## config.mk

```make
export PLATFORM = sky130hd
export DESIGN_NAME = t08_lsu_arbiter
export DESIGN_NICKNAME = d
export VERILOG_FILES = /design/src/rtl/t08_lsu_pkg.sv /design/src/rtl/t08_lsu_lane.sv /design/src/rtl/t08_lsu_arbiter.sv
export SDC_FILE = /design/constraint.sdc
export NUM_CORES = 1
export LEC_CHECK = 0
export CAP_MARGIN = 20
export CORE_MARGIN = 2
export CORE_UTILIZATION = 44
export DETAILED_ROUTE_END_ITERATION = 8
export GPL_TIMING_DRIVEN = 0
export PLACE_DENSITY = 0.85
export SLEW_MARGIN = 25
export SYNTH_ARGS = -nofsm -noshare
export SYNTH_HDL_FRONTEND = slang
export SYNTH_SLANG_ARGS = --single-unit
```

## constraint.sdc

```tcl
create_clock -name clk -period 3 [get_ports clk]
set_input_delay 0.3 -clock clk [delete_from_list [all_inputs] [get_ports clk]]
set_output_delay 0.3 -clock clk [all_outputs]
set_load 0.05 [all_outputs]
```

## src/rtl/t08_lsu_pkg.sv

```systemverilog
// Shared types and encodings for the t08 load/store and fetch unit.
package t08_lsu_pkg;

    typedef enum logic [1:0] {
        IDLE  = 2'd0,
        DATA  = 2'd1,
        FETCH = 2'd2
    } state_e;

    localparam logic [2:0] F3_B  = 3'd0;
    localparam logic [2:0] F3_H  = 3'd1;
    localparam logic [2:0] F3_W  = 3'd2;
    localparam logic [2:0] F3_BU = 3'd4;
    localparam logic [2:0] F3_HU = 3'd5;

    localparam logic [1:0] FLT_MISALIGN = 2'd1;
    localparam logic [1:0] FLT_ILLEGAL  = 2'd2;
    localparam logic [1:0] FLT_TIMEOUT  = 2'd3;

endpackage

```

## src/rtl/t08_lsu_lane.sv

```systemverilog
// Byte-lane logic: store strobes/replication, load lane extraction with
// extension, and the legality/alignment checks for a data access.
module t08_lsu_lane
    import t08_lsu_pkg::*;
(
    input  logic [2:0]  func3,
    input  logic [1:0]  off,
    input  logic        rd,
    input  logic        wr,
    input  logic [31:0] wdata,
    input  logic [31:0] bus_rdata,
    output logic [3:0]  be,
    output logic [31:0] wdata_rep,
    output logic [31:0] ext,
    output logic        illegal,
    output logic        misalign
);

    logic        load_ok;
    logic        store_ok;
    logic [7:0]  byte_sel;
    logic [15:0] half_sel;

    always_comb begin
        load_ok   = func3 inside {F3_B, F3_H, F3_W, F3_BU, F3_HU};
        store_ok  = func3 inside {F3_B, F3_H, F3_W};
        illegal   = (rd & wr) | (rd & ~load_ok) | (wr & ~store_ok);
        misalign  = 1'b0;
        be        = 4'hF;
        wdata_rep = wdata;
        // func3[1:0] is the access size for every legal encoding
        case (func3[1:0])
            2'd0: begin
                be        = 4'b0001 << off;
                wdata_rep = {4{wdata[7:0]}};
            end
            2'd1: begin
                misalign  = off[0];
                be        = 4'b0011 << off;
                wdata_rep = {2{wdata[15:0]}};
            end
            default: misalign = (off != 2'b00);
        endcase
    end

    always_comb begin
        case (off)
            2'd0:    byte_sel = bus_rdata[7:0];
            2'd1:    byte_sel = bus_rdata[15:8];
            2'd2:    byte_sel = bus_rdata[23:16];
            default: byte_sel = bus_rdata[31:24];
        endcase
        half_sel = off[1] ? bus_rdata[31:16] : bus_rdata[15:0];
        case (func3)
            F3_B:    ext = {{24{byte_sel[7]}}, byte_sel};
            F3_H:    ext = {{16{half_sel[15]}}, half_sel};
            F3_BU:   ext = {24'd0, byte_sel};
            F3_HU:   ext = {16'd0, half_sel};
            default: ext = bus_rdata;
        endcase
    end

endmodule

```

## src/rtl/t08_lsu_arbiter.sv

```systemverilog
// Load/store and fetch arbiter for the single shared memory bus: data
// accesses win over fetch, with fault detection and a bus-wait timeout.
module t08_lsu_arbiter
    import t08_lsu_pkg::*;
#(
    parameter int ADDR_W         = 32,
    parameter int TIMEOUT_CYCLES = 64,
    parameter int CNT_W          = $clog2(TIMEOUT_CYCLES + 1)
) (
    input  logic              clk,
    input  logic              nrst,
    input  logic              dreq_read,
    input  logic              dreq_write,
    input  logic [2:0]        func3,
    input  logic [ADDR_W-1:0] daddr,
    input  logic [31:0]       wdata,
    input  logic              fetch_en,
    input  logic [ADDR_W-1:0] pc,
    input  logic [31:0]       bus_rdata,
    input  logic              bus_ack,
    output logic              bus_req,
    output logic              bus_we,
    output logic [ADDR_W-1:0] bus_addr,
    output logic [31:0]       bus_wdata,
    output logic [3:0]        bus_be,
    output logic [31:0]       rdata,
    output logic              data_done,
    output logic [31:0]       instruction,
    output logic              instr_valid,
    output logic              freeze,
    output logic              fault,
    output logic [1:0]        fault_code
);

    localparam logic [CNT_W-1:0] CNT_LAST = CNT_W'(TIMEOUT_CYCLES - 1);

    state_e            state_q, state_d;
    logic [CNT_W-1:0]  cnt_q, cnt_d;
    logic              bus_we_q, bus_we_d;
    logic [ADDR_W-1:0] bus_addr_q, bus_addr_d;
    logic [3:0]        bus_be_q, bus_be_d;
    logic [31:0]       bus_wdata_q, bus_wdata_d;
    logic [2:0]        f3_q, f3_d;
    logic [1:0]        off_q, off_d;
    logic [31:0]       rdata_q, rdata_d;
    logic              data_done_q, data_done_d;
    logic [31:0]       instruction_q, instruction_d;
    logic              instr_valid_q, instr_valid_d;
    logic              fault_q, fault_d;
    logic [1:0]        fault_code_q, fault_code_d;

    logic              data_req;
    logic [2:0]        lane_f3;
    logic [1:0]        lane_off;
    logic [3:0]        lane_be;
    logic [31:0]       lane_wdata;
    logic [31:0]       lane_ext;
    logic              lane_illegal;
    logic              lane_misalign;

    // While a transfer is in flight the lane decodes the latched access.
    assign lane_f3  = (state_q == DATA) ? f3_q  : func3;
    assign lane_off = (state_q == DATA) ? off_q : daddr[1:0];

    t08_lsu_lane u_lane (
        .func3     (lane_f3),
        .off       (lane_off),
        .rd        (dreq_read),
        .wr        (dreq_write),
        .wdata     (wdata),
        .bus_rdata (bus_rdata),
        .be        (lane_be),
        .wdata_rep (lane_wdata),
        .ext       (lane_ext),
        .illegal   (lane_illegal),
        .misalign  (lane_misalign)
    );

    always_comb begin
        state_d       = state_q;
        cnt_d         = cnt_q;
        bus_we_d      = bus_we_q;
        bus_addr_d    = bus_addr_q;
        bus_be_d      = bus_be_q;
        bus_wdata_d   = bus_wdata_q;
        f3_d          = f3_q;
        off_d         = off_q;
        rdata_d       = rdata_q;
        instruction_d = instruction_q;
        fault_code_d  = fault_code_q;
        data_done_d   = 1'b0;
        instr_valid_d = 1'b0;
        fault_d       = 1'b0;
        // A request still held in the data_done cycle is the finished one.
        data_req      = (dreq_read | dreq_write) & ~data_done_q;

        unique case (state_q)
            IDLE: begin
                if (data_req) begin
                    if (lane_illegal) begin
                        fault_d      = 1'b1;
                        fault_code_d = FLT_ILLEGAL;
                        data_done_d  = 1'b1;
                    end else if (lane_misalign) begin
                        fault_d      = 1'b1;
                        fault_code_d = FLT_MISALIGN;
                        data_done_d  = 1'b1;
                    end else begin
                        state_d     = DATA;
                        cnt_d       = '0;
                        bus_we_d    = dreq_write;
                        bus_addr_d  = {daddr[ADDR_W-1:2], 2'b00};
                        bus_be_d    = lane_be;
                        bus_wdata_d = lane_wdata;
                        f3_d        = func3;
                        off_d       = daddr[1:0];
                    end
                end else if (fetch_en) begin
                    if (pc[1:0] != 2'b00) begin
                        fault_d      = 1'b1;
                        fault_code_d = FLT_MISALIGN;
                    end else begin
                        state_d     = FETCH;
                        cnt_d       = '0;
                        bus_we_d    = 1'b0;
                        bus_addr_d  = {pc[ADDR_W-1:2], 2'b00};
                        bus_be_d    = 4'hF;
                        bus_wdata_d = '0;
                    end
                end
            end
            DATA, FETCH: begin
                if (bus_ack || (cnt_q == CNT_LAST)) begin
                    state_d     = IDLE;
                    cnt_d       = '0;
                    bus_we_d    = 1'b0;
                    bus_addr_d  = '0;
                    bus_be_d    = '0;
                    bus_wdata_d = '0;
                    data_done_d = (state_q == DATA);
                end
                if (bus_ack) begin
                    if (state_q == DATA) begin
                        if (!bus_we_q) rdata_d = lane_ext;
                    end else begin
                        instruction_d = bus_rdata;
                        instr_valid_d = 1'b1;
                    end
                end else if (cnt_q == CNT_LAST) begin
                    fault_d      = 1'b1;
                    fault_code_d = FLT_TIMEOUT;
                end else begin
                    cnt_d = cnt_q + 1'b1;
                end
            end
            default: state_d = IDLE;
        endcase
    end

    always_ff @(posedge clk or negedge nrst) begin
        if (!nrst) begin
            state_q       <= IDLE;
            cnt_q         <= '0;
            bus_we_q      <= 1'b0;
            bus_addr_q    <= '0;
            bus_be_q      <= '0;
            bus_wdata_q   <= '0;
            f3_q          <= '0;
            off_q         <= '0;
            rdata_q       <= '0;
            data_done_q   <= 1'b0;
            instruction_q <= '0;
            instr_valid_q <= 1'b0;
            fault_q       <= 1'b0;
            fault_code_q  <= '0;
        end else begin
            state_q       <= state_d;
            cnt_q         <= cnt_d;
            bus_we_q      <= bus_we_d;
            bus_addr_q    <= bus_addr_d;
            bus_be_q      <= bus_be_d;
            bus_wdata_q   <= bus_wdata_d;
            f3_q          <= f3_d;
            off_q         <= off_d;
            rdata_q       <= rdata_d;
            data_done_q   <= data_done_d;
            instruction_q <= instruction_d;
            instr_valid_q <= instr_valid_d;
            fault_q       <= fault_d;
            fault_code_q  <= fault_code_d;
        end
    end

    assign bus_req     = (state_q != IDLE);
    assign bus_we      = bus_we_q;
    assign bus_addr    = bus_addr_q;
    assign bus_be      = bus_be_q;
    assign bus_wdata   = bus_wdata_q;
    assign rdata       = rdata_q;
    assign data_done   = data_done_q;
    assign instruction = instruction_q;
    assign instr_valid = instr_valid_q;
    assign fault       = fault_q;
    assign fault_code  = fault_code_q;
    assign freeze      = ((state_q != IDLE) | dreq_read | dreq_write) & ~data_done_q;

endmodule

```

==> flow_summary.yaml <==
grt:
  first_global_vias: 7055
  antenna_found_initial: 0
  grt_overflow: 0
  grt.total_usage: 0.280
  grt_max_degree: 87
  grt_pass1_wl_mm: 38.2
die:
  pin_count: 277
  start_util: 0.449
  core_mm2: 0.0159
  die_h_um: 131
  die_w_um: 131
  die-area_mm2: 0.0172
  rows: 46
yosys:
  synth_edf_count: 0
  yosys_warnings: 0
  synthCells: 749
  synthArstFlopShare: 1.00
  synth_area_per_cell_um2: 9.52
  syn-cell-area_mm2: 0.00713
  yosysSeqAreaShare: 0.526
  ys_types: 53
  synth-seq-cells: 150
  synthFlopType: "dfrtp_1"
drt:
  met3_length_mm: 1.90
  highest_layer: "met4"
  viasPerCell: 5.46
  wl_met2_mm: 12.1
  antenna_left: 0
  wire_per_inst_um: 18.7
  vias: 6958
  wl_met1_mm: 9.21
  firstDrtPassIters: 6
  drtIter0Drc: 496
  drc: 0
  routed_wl_mm: 23.8
setup_path:
  ff2ff_setup_slack_ns: 0.20
  crit_path_end_kind: "flip-flop"
  crit_arrival_ns: 3.10
  slowest_delay_ns: 0.42
  cp_slowest_cell: "mux2i_2"
  critPathKind: "flip-flop to flip-flop"
  r2r_end: "rdata[22]"
  required_ns: 3.30
  rr_startpoint: "state_q[1]"
  start_kind: "flip-flop"
  r2r_cells: 10
  worstPathCellList: "inv_1 > ha_1 > buf_6 > mux2i_2 > mux4_2 > nand2b_1 > a211oi_2 > nor2_2 > buf_4 > a21oi_1"
  critPathMaxFanout: 10
pwr:
  p_leak_nw: 4.73
  powerDensity_mw_per_mm2: 1340
  ir_drop_mv: 0.938
clock_tree:
  cts_root_buf: "clkbuf_16"
  cts_resized: 0
  cts_tree: "done"
  htreeDepth: 4
  cts_buffers: 17
  post_cts_buffers: 0
  clock_latency_ns: 0.42
  path_clk_slew_ns: 0.06
  postCtsHoldBufs: 1
  cts_max_path_buffers: 2
  clock_sinks: 150
sta:
  final.period_utilization: 0.933
  hold_viol: 0
  max_freq_mhz: 357
  slew-limit-headroom: 0.447
  hold_ws_ns: 0.411
  fin_crit_ns: 2.80
  rsz0062_at_grt: "false"
  setup_viol: 0
  slew_viol_final: 0
  worst_slew_pin_slew_ns: 0.830
  fin_worst_skew_ns: 0.00934
layout:
  final_area_mm2: 0.0108
  final_cell_mix: "273 x clkdlybuf4s50_1, 226 x nand2_1, 150 x dfrtp_1, 61 x o31ai_1, 48 x mux2i_1"
  final_core_util: 0.681
  n_antenna_cell: 0
  fin_nets: 1187
  drive_gt1_frac: 0.0766
  layout_commonest_cell: "clkdlybuf4s50_1"
  syn_to_final_growth_pct: 51.7
place:
  placed_cell_area_mm2: 0.0102
  place.gp.congestion: 0.874
  portBuffers: 274
  dp_hpwl_mm: 18.2
run:
  maxCapViolCount: 0
worst_hold_path:
  hp-class: "primary input to async pin"
status:
  outcome: "complete, no violations"
## power by group
| part | internal [mW] | switching, mW | total, mW |
|---|---|---|---|
| Clock | 1.36 | 0.901 | 2.27 |
| Sequential | 2.91 | 0.494 | 3.41 |
| Combinational | 2.88 | 5.98 | 8.86 |
| Total | 7.16 | 7.37 | 14.5 |
## how the worst max path moves through the flow
stage / startpoint / endpoint / cells after the start
6_report: state_q[1] / rdata[22] / 10
5_1_grt: state_q[1] / rdata[22] / 10
4_1_cts: state_q[1] / rdata[22] / 10
2_1_floorplan: state_q[1] / rdata[20] / 9
3_5_place_dp: state_q[1] / rdata[22] / 10
3_3_place_gp: nrst / bus_addr[7] / 1
## sequential cells by signal, indices dropped and copies added (netlist names), 2 cells and up
| name | flops |
|---|---|
| bus_wdata | 32 |
| instruction | 32 |
| rdata | 32 |
| bus_addr | 30 |
| cnt_q | 7 |
| bus_be | 4 |
| f3_q | 3 |
| fault_code | 2 |
| off_q | 2 |
| state_q | 2 |
## final cells by class
class / count / area [um^2]
inverters: 8 / 30.0
multi-input cells: 543 / 3120
plain buffers: 49 / 230
well taps: 216 / 270
clock buffers: 19 / 453
flip-flops and latches: 150 / 3750
clock inverters: 13 / 171
fillers: 1286 / 5070
repair buffers: 276 / 2790
## Yosys cell counts (2+ instances only)
master / count / area (um^2)
nand2_1: 226 / 848
dfrtp_1: 150 / 3750
o31ai_1: 61 / 458
mux2i_1: 48 / 480
nor2_1: 44 / 165
o21ai_0: 31 / 155
clkbuf_1: 26 / 97.6
a21oi_1: 25 / 125
buf_2: 13 / 65.1
mux2_2: 13 / 146
a31oi_1: 11 / 68.8
inv_1: 8 / 30.0
o221ai_1: 8 / 70.1
o22ai_1: 8 / 50.1
a221oi_1: 7 / 61.3
ha_1: 5 / 62.6
nand3_1: 5 / 25.0
buf_1: 4 / 15.0
buf_4: 4 / 30.0
nand2b_1: 4 / 25.0
nor2_2: 4 / 25.0
a21boi_1: 3 / 22.5
nor3_1: 3 / 15.0
o211ai_1: 3 / 22.5
o21ai_1: 3 / 15.0
or3_1: 3 / 18.8
buf_6: 2 / 22.5
mux2i_2: 2 / 27.5
## critical path, delay by kind of cell, from the launching register on
family	cells	cell delay [ns]
AOI/OAI and AO/OA	2	0.18
adders and majority gates	1	0.30
and+or+nand+nor	2	0.42
muxes	2	0.81
DFF	1	0.41
buffers and inverters	3	0.54
## cells by family after synthesis
logic type      Yosys count  synth area share
compound gates          171             0.162
buf+inv                  57            0.0365
fa+ha+maj                 5           0.00877
other cells               1          0.000526
mux                      66            0.0986
simple gates            299             0.167
flops                   150             0.526
## layer usage
metal / vias to the layer above / GRT usage
li1: 3211 / -
met1: 3382 / 0.335
met2: 322 / 0.489
met3: 43 / 0.0741
met4: 0 / 0.0978
met5: - / 0
## metrics by stage
step	power, mW	setup TNS [ns]	std cells	worst slack (ns)
floorplan	9.23	0	750	0.621
global placement	12.1	-671.16	1240	-4.49
detailed placement	12.3	0	1241	0.232
CTS	14.6	0	1274	0.199
global route	15.3	0	1274	0.0720
finish	14.5	0	1274	0.201
No activity file was read; power rests on OpenSTA's default activity.
